## src/rtl/alu_multicycle_pkg.sv

```systemverilog
// Shared definitions for the execute-stage ALU.
// Opcode encodings (single-cycle and RV32M), the handshake FSM state type,
// and the default control-field width.
package alu_multicycle_pkg;

  localparam int CTRL_W_DEF = 5;
  typedef logic [CTRL_W_DEF-1:0] op_t;

  // Single-cycle ops
  localparam op_t OPAND    = 5'd0;
  localparam op_t OPOR     = 5'd1;
  localparam op_t OPADD    = 5'd2;
  localparam op_t OPSUB    = 5'd6;
  localparam op_t OPSLT    = 5'd7;
  localparam op_t OPLUI    = 5'd8;
  localparam op_t OPSLTU   = 5'd9;
  localparam op_t ZERO     = 5'd31;

  // Iterative multiply / divide
  localparam op_t OPMUL    = 5'd16;
  localparam op_t OPMULH   = 5'd17;
  localparam op_t OPMULHSU = 5'd18;
  localparam op_t OPMULHU  = 5'd19;
  localparam op_t OPDIV    = 5'd20;
  localparam op_t OPDIVU   = 5'd21;
  localparam op_t OPREM    = 5'd22;
  localparam op_t OPREMU   = 5'd23;

  typedef enum logic [1:0] {IDLE, CALC, FIX, DONE} state_e;

endpackage

```

## src/rtl/alu_multicycle_muldiv_iter.sv

```systemverilog
// Iterative radix-2 multiply/divide engine on operand magnitudes.
// Ports: clk/rst (sync, active-high); start latches a/b and op select;
// is_div selects divide, sel_hi selects high product half or remainder;
// a_signed/b_signed give operand signedness; last is high on the final
// CALC step; done is high for the FIX cycle, when result is valid.
module alu_multicycle_muldiv_iter
  import alu_multicycle_pkg::*;
#(
  parameter int WIDTH = 32
) (
  input  logic             clk,
  input  logic             rst,
  input  logic             start,
  input  logic             is_div,
  input  logic             sel_hi,
  input  logic             a_signed,
  input  logic             b_signed,
  input  logic [WIDTH-1:0] a,
  input  logic [WIDTH-1:0] b,
  output logic             last,
  output logic             done,
  output logic [WIDTH-1:0] result
);

  localparam int CW = $clog2(WIDTH);

  state_e           phase;
  logic [CW-1:0]    cnt;
  logic [WIDTH-1:0] acc, q, m;
  logic             neg, div_q, hi_q;

  logic             a_neg, b_neg;
  logic [WIDTH-1:0] a_mag, b_mag;
  logic [WIDTH:0]   sum, shl, diff;
  logic [2*WIDTH-1:0] prod, prod_s;
  logic [WIDTH-1:0] quo_s, rem_s;

  assign a_neg = a_signed & a[WIDTH-1];
  assign b_neg = b_signed & b[WIDTH-1];
  assign a_mag = a_neg ? -a : a;
  assign b_mag = b_neg ? -b : b;

  // Multiply: {acc,q} shifts right, adding m when the multiplier LSB is set.
  // Divide: {acc,q} shifts left, restoring when the trial subtract borrows.
  assign sum  = {1'b0, acc} + {1'b0, m};
  assign shl  = {acc, q[WIDTH-1]};
  assign diff = shl - {1'b0, m};

  assign last = (phase == CALC) && (cnt == CW'(WIDTH-1));
  assign done = (phase == FIX);

  always_ff @(posedge clk) begin
    if (rst) begin
      phase <= IDLE;
      cnt   <= '0;
    end else if (start) begin
      phase <= CALC;
      cnt   <= '0;
      acc   <= '0;
      div_q <= is_div;
      hi_q  <= sel_hi;
      // Remainder follows the dividend sign; everything else is sign XOR.
      neg   <= (is_div & sel_hi) ? a_neg : (a_neg ^ b_neg);
      q     <= is_div ? a_mag : b_mag;
      m     <= is_div ? b_mag : a_mag;
    end else begin
      case (phase)
        CALC: begin
          cnt <= cnt + 1'b1;
          if (div_q) begin
            if (!diff[WIDTH]) begin
              acc <= diff[WIDTH-1:0];
              q   <= {q[WIDTH-2:0], 1'b1};
            end else begin
              acc <= shl[WIDTH-1:0];
              q   <= {q[WIDTH-2:0], 1'b0};
            end
          end else if (q[0]) begin
            {acc, q} <= {sum, q[WIDTH-1:1]};
          end else begin
            {acc, q} <= {1'b0, acc, q[WIDTH-1:1]};
          end
          if (last) phase <= FIX;
        end
        FIX:     phase <= IDLE;
        default: phase <= IDLE;
      endcase
    end
  end

  assign prod   = {acc, q};
  assign prod_s = neg ? -prod : prod;
  assign quo_s  = neg ? -q : q;
  assign rem_s  = neg ? -acc : acc;

  always_comb begin
    result = '0;
    if (div_q) result = hi_q ? rem_s : quo_s;
    else       result = hi_q ? prod_s[2*WIDTH-1:WIDTH] : prod_s[WIDTH-1:0];
  end

endmodule

```

## src/rtl/alu_multicycle.sv

```systemverilog
// Execute-stage ALU with registered result and valid/ready handshake.
// Single-cycle logic/arithmetic ops and divide special cases complete one
// cycle after accept; RV32M mul/div/rem run through the iterative engine.
// Ports: iCLK, iRST (sync, active-high); iValid/oReady request handshake;
// iControl opcode, iA/iB operands; oValid one-cycle completion pulse;
// oResult registered result; oZero flags oResult == 0.
module alu_multicycle
  import alu_multicycle_pkg::*;
#(
  parameter int WIDTH  = 32,
  parameter int CTRL_W = CTRL_W_DEF
) (
  input  logic              iCLK,
  input  logic              iRST,
  input  logic              iValid,
  output logic              oReady,
  input  logic [CTRL_W-1:0] iControl,
  input  logic [WIDTH-1:0]  iA,
  input  logic [WIDTH-1:0]  iB,
  output logic              oValid,
  output logic [WIDTH-1:0]  oResult,
  output logic              oZero
);

  state_e           state, state_d;
  logic             load, start;
  logic [WIDTH-1:0] res_d, fast_res, md_result;
  logic             md_last, md_done;

  logic op_mul, op_mulh, op_mulhsu, op_mulhu, op_div, op_divu, op_rem, op_remu;
  logic iter, divlike, b_zero, ovf, special;

  assign op_mul    = iControl == CTRL_W'(OPMUL);
  assign op_mulh   = iControl == CTRL_W'(OPMULH);
  assign op_mulhsu = iControl == CTRL_W'(OPMULHSU);
  assign op_mulhu  = iControl == CTRL_W'(OPMULHU);
  assign op_div    = iControl == CTRL_W'(OPDIV);
  assign op_divu   = iControl == CTRL_W'(OPDIVU);
  assign op_rem    = iControl == CTRL_W'(OPREM);
  assign op_remu   = iControl == CTRL_W'(OPREMU);

  assign divlike = op_div | op_divu | op_rem | op_remu;
  assign iter    = op_mul | op_mulh | op_mulhsu | op_mulhu | divlike;
  assign b_zero  = (iB == '0);
  assign ovf     = (op_div | op_rem) && (iA == {1'b1, {(WIDTH-1){1'b0}}}) && (&iB);
  assign special = (divlike & b_zero) | ovf;

  // Result for everything that completes on the accept edge.
  always_comb begin
    fast_res = '0;
    case (iControl)
      CTRL_W'(OPAND):  fast_res = iA & iB;
      CTRL_W'(OPOR):   fast_res = iA | iB;
      CTRL_W'(OPADD):  fast_res = iA + iB;
      CTRL_W'(OPSUB):  fast_res = iA - iB;
      CTRL_W'(OPSLT):  fast_res = {{(WIDTH-1){1'b0}}, $signed(iA) < $signed(iB)};
      CTRL_W'(OPSLTU): fast_res = {{(WIDTH-1){1'b0}}, iA < iB};
      CTRL_W'(OPLUI):  fast_res = iB;
      default:         fast_res = '0;
    endcase
    if (special) begin
      if (b_zero) fast_res = (op_div | op_divu) ? '1 : iA;
      else        fast_res = op_div ? iA : '0;   // MIN / -1 overflow
    end
  end

  always_comb begin
    state_d = state;
    load    = 1'b0;
    start   = 1'b0;
    res_d   = fast_res;
    case (state)
      IDLE: if (iValid) begin
        if (iter && !special) begin
          start   = 1'b1;
          state_d = CALC;
        end else begin
          load    = 1'b1;
          state_d = DONE;
        end
      end
      CALC: if (md_last) state_d = FIX;
      FIX: if (md_done) begin
        load    = 1'b1;
        res_d   = md_result;
        state_d = DONE;
      end
      DONE:    state_d = IDLE;
      default: state_d = IDLE;
    endcase
  end

  always_ff @(posedge iCLK) begin
    if (iRST) begin
      state   <= IDLE;
      oResult <= '0;
    end else begin
      state <= state_d;
      if (load) oResult <= res_d;
    end
  end

  assign oReady = (state == IDLE);
  assign oValid = (state == DONE);
  assign oZero  = (oResult == '0);

  alu_multicycle_muldiv_iter #(.WIDTH(WIDTH)) u_muldiv (
    .clk      (iCLK),
    .rst      (iRST),
    .start    (start),
    .is_div   (divlike),
    .sel_hi   (op_mulh | op_mulhsu | op_mulhu | op_rem | op_remu),
    .a_signed (op_mulh | op_mulhsu | op_div | op_rem),
    .b_signed (op_mulh | op_div | op_rem),
    .a        (iA),
    .b        (iB),
    .last     (md_last),
    .done     (md_done),
    .result   (md_result)
  );

endmodule

```

## config.mk

```make
export PLATFORM = sky130hd
export DESIGN_NAME = alu_multicycle
export DESIGN_NICKNAME = d
export VERILOG_FILES = /design/src/rtl/alu_multicycle_pkg.sv /design/src/rtl/alu_multicycle_muldiv_iter.sv /design/src/rtl/alu_multicycle.sv
export SDC_FILE = /design/constraint.sdc
export NUM_CORES = 1
export LEC_CHECK = 0
export BUFFER_PORTS_ARGS = -buffer_cell sky130_fd_sc_hd__clkbuf_2
export CAP_MARGIN = 20
export CORE_MARGIN = 2
export CORE_UTILIZATION = 60
export CTS_CLUSTER_SIZE = 16
export DETAILED_ROUTE_END_ITERATION = 16
export PLACE_DENSITY = 0.81
export SKIP_LAST_GASP = 1
export SYNTH_ARGS = -nofsm -noshare
export SYNTH_HDL_FRONTEND = slang
export SYNTH_SLANG_ARGS = --single-unit
```

## constraint.sdc

```tcl
create_clock -name iCLK -period 5.86 [get_ports iCLK]
set_input_delay 0 -clock iCLK [delete_from_list [all_inputs] [get_ports iCLK]]
set_output_delay 0 -clock iCLK [all_outputs]
set_load 0.05 [all_outputs]
```

==> summary.md <==
• outcome: finished, final reports clean
• Period minus WS final: 4594 ps
• number of DRC markers after the initial detailed-route iteration: 3127
• cell count after synthesis: 2452
• Fin Setup TNS: 0 ps
• H-tree Lvls: 4
• die span in y: 181.3 um
• largest area contributor in the netlist: sky130_fd_sc_hd__edfxtp_1
• number of buffers inserted for hold repair after clock tree synthesis: 0
• WL per Instance: 23.43 um
• crit-path max FO: 19
• unrepaired setup endpoints after global routing: false
• pin count of the biggest net entering global routing: 74
• Final period util: 78.39%
• Final Net Count: 2725
• vias per inst: 6.891
• Diodes inserted: 0
• share of the synthesized area in the top cell type: 15.76%
• count of maximum capacitance violations: 0
• DRC errors left: 0
• fraction of final layout cells with drive strength greater than 1: 9.606%
• number of antenna violations at the first check in global routing: 0
• number of register bits inferred by synthesis: 140
• worst reg2reg setup slack: 1270 ps
• Max Freq: 0.2177 GHz
• minimum setup slack in the final design: 1266 ps
• slew of the pin with the lowest slew margin: 1282 ps
• die area: 32880 um^2
• Cell Pwr Density: 204.1 nW/um^2
• Buffers on Ports: 106
• buffer levels on the longest clock path: 2
• arrival time of data at the critical path endpoint: 4880 ps
• CP Launch Type: flip-flop
• Synth top cells by count: 268 x sky130_fd_sc_hd__a21oi_1, 211 x sky130_fd_sc_hd__nand2_1, 184 x sky130_fd_sc_hd__o21ai_0
• leading register cell type out of synthesis: sky130_fd_sc_hd__edfxtp_1
• Final ANT Viol Nets: 0
• Crit Path Category: flip-flop to flip-flop
• number of inserted filler cells in the final layout: 2656
• Avg Synthesized Cell Area: 7.694 um^2
• maximum vdd drop: 0.2086 mV
• most repeated cell in the gate-level netlist after synthesis: sky130_fd_sc_hd__a21oi_1
• count of distinct cell types in the synthesized netlist: 90
• number of flops mapped to enable cells by yosys: 99
• Final Skew: 10.91 ps
• clock tree from TritonCTS: done
• critical path capture point type: flip-flop
• Tightest Hold Check Type: input pin to flip-flop
• global placement routability congestion: 1.037
• count of warnings emitted by yosys: 0
• core area: 30750 um^2
• vias after detailed routing: 19870
• Core Rows: 64
• Overall Global Routing Usage: 40.13%
• buffers inserted by post-CTS timing repair: 0
• CTS Buf Count: 17
• Static Leakage: 8.360 nW
• count of instances resized after the clock tree is built: 0
• Initial Util: 61.35%
• grt total ovfl: 0
• cell at the root of the clock tree: sky130_fd_sc_hd__clkbuf_16
• post-synthesis cell area: 18870 um^2
• first-pass GRT wire length: 104400 um
• clk_lat worst skew: 430 ps
• horizontal die dimension: 181.3 um
• layout overhead on the synthesized area: 7.607%
• Hold Violations, Final: 0
• fraction of synthesis flops using an asynchronous set or reset pin: 0%
• Post-Place Worst Slack: 1409 ps
• vias in the first global route: 18460
• count of clock tree sinks: 140
• final setup fails: 0
• Synth Net Count: 2702
• first-pass detailed-route iteration total: 6
• clock slew at the register clock pins of the worst setup and hold paths: 70 ps
• sequential share of the synthesized area: 20.11%
• required time of the worst setup path: 6140 ps
• tightest slew margin relative to the limit: 12.31%
• number of top-level pins: 107
• total routed wirelength: 67560 um
• Max Transition Viols Final: 0
• biggest area contributors in the synthesized netlist: sky130_fd_sc_hd__edfxtp_1 16%, sky130_fd_sc_hd__ha_1 12%, sky130_fd_sc_hd__a21oi_1 7.1%, sky130_fd_sc_hd__xnor2_1 6.6%, sky130_fd_sc_hd__mux2i_1 6.2%
• DP HPWL: 51540 um
worst max-delay path, stage by stage (launching register included):
cell                       delay (ps)
sky130_fd_sc_hd__edfxtp_1         370
sky130_fd_sc_hd__inv_1            150
sky130_fd_sc_hd__ha_1             250
sky130_fd_sc_hd__fa_1             440
sky130_fd_sc_hd__nor2b_1          190
sky130_fd_sc_hd__o31a_1           170
sky130_fd_sc_hd__o21ai_0          120
sky130_fd_sc_hd__a211o_1          340
sky130_fd_sc_hd__a21o_1           240
sky130_fd_sc_hd__a31oi_1          260
sky130_fd_sc_hd__o21ai_0          280
sky130_fd_sc_hd__xnor2_4          780
sky130_fd_sc_hd__buf_4            340
sky130_fd_sc_hd__mux2_2           350
sky130_fd_sc_hd__a21oi_1          140
kinds of logic after synthesis:
group | Yosys count | share of synthesized area (%)
AOI/OAI and AO/OA | 828 | 27.72
and+or+nand+nor | 672 | 17.39
buffers and inverters | 296 | 6.048
xor gates and xnor gates | 202 | 9.418
adders and majority gates | 178 | 11.96
DFF | 140 | 20.11
muxes | 136 | 7.348
cell type report:
type                            instances  area (um^2)  share of cell area, %
Sequential cell                       140         3794                  18.69
Clock inverter                          9        66.31                 0.3267
Timing Repair Buffer                  136        769.5                  3.790
Clock buffer                           23        564.3                  2.780
Tap cell                              396        495.5                  2.441
Inverter                              164        615.6                  3.032
Multi-Input combinational cell       2016        14000                  68.94
routing by layer:
metal,vias to the layer above,wire length (um),global-route usage [%]
met5,-,0,0
met4,0,3123,16.29
met3,221,7144,6.470
met2,1284,29750,63.71
met1,9268,27540,54.44
li1,9101,-,-
power breakdown:
part / internal, mW / switching (mW) / leakage [nW]
sequential: 1.16 / 0.105 / 1.23
clock: 0.683 / 0.455 / 0.316
combinational: 0.617 / 1.12 / 6.81
total: 2.46 / 1.68 / 8.36
state kept, by name, indices dropped and copies added, names as in the netlist:
signal	flops
oResult	32
u_muldiv.acc	32
u_muldiv.m	32
u_muldiv.q	32
u_muldiv.cnt	5
state	2
u_muldiv.phase	2
u_muldiv.div_q	1
u_muldiv.hi_q	1
u_muldiv.neg	1
stage by stage:
stage	instance area, um^2	instances	hold slack [ps]	power [mW]	utilization, %
floorplan	18870	2452	187.1	2.462	-
global placement	19630	2849	450.6	2.908	63.85
detailed placement	19670	2851	473.9	2.950	63.95
CTS	20300	2883	26.94	4.080	66.00
global route	20300	2884	44.04	4.314	66.02
finish	20300	2884	37.94	4.144	66.02
final timing paths:
path | from | end | cells after the start
min | iValid | u_muldiv.hi_q | 3
max | u_muldiv.q[31] | u_muldiv.acc[1] | 14
max reg2reg | u_muldiv.q[31] | u_muldiv.acc[1] | 14
min reg2reg | oResult[5] | oResult[5] | 2
cell usage in the layout, fill, tap and decap left out, drive strengths merged, types with 18 or more instances in the layout:
cell type  synthesis  final
a211oi            51     51
a21o              31     31
a21oi            269    269
a31oi             28     28
buf               23     29
clkbuf           109    130
dfxtp             41     41
edfxtp            99     99
ha               174    174
inv              163    165
mux2              20     20
mux2i            116    116
nand2            212    212
nand2b            26     26
nand3             52     52
nand4             26     26
nor2             162    162
nor3              57     57
nor4              31     31
o211ai            24     24
o21a              20     20
o21ai            195    195
o21bai            18     18
o22ai             23     23
o31ai             34     34
o41ai             19     19
xnor2            143    143
xor2              59     59
Power figures use the tool's default switching activity.
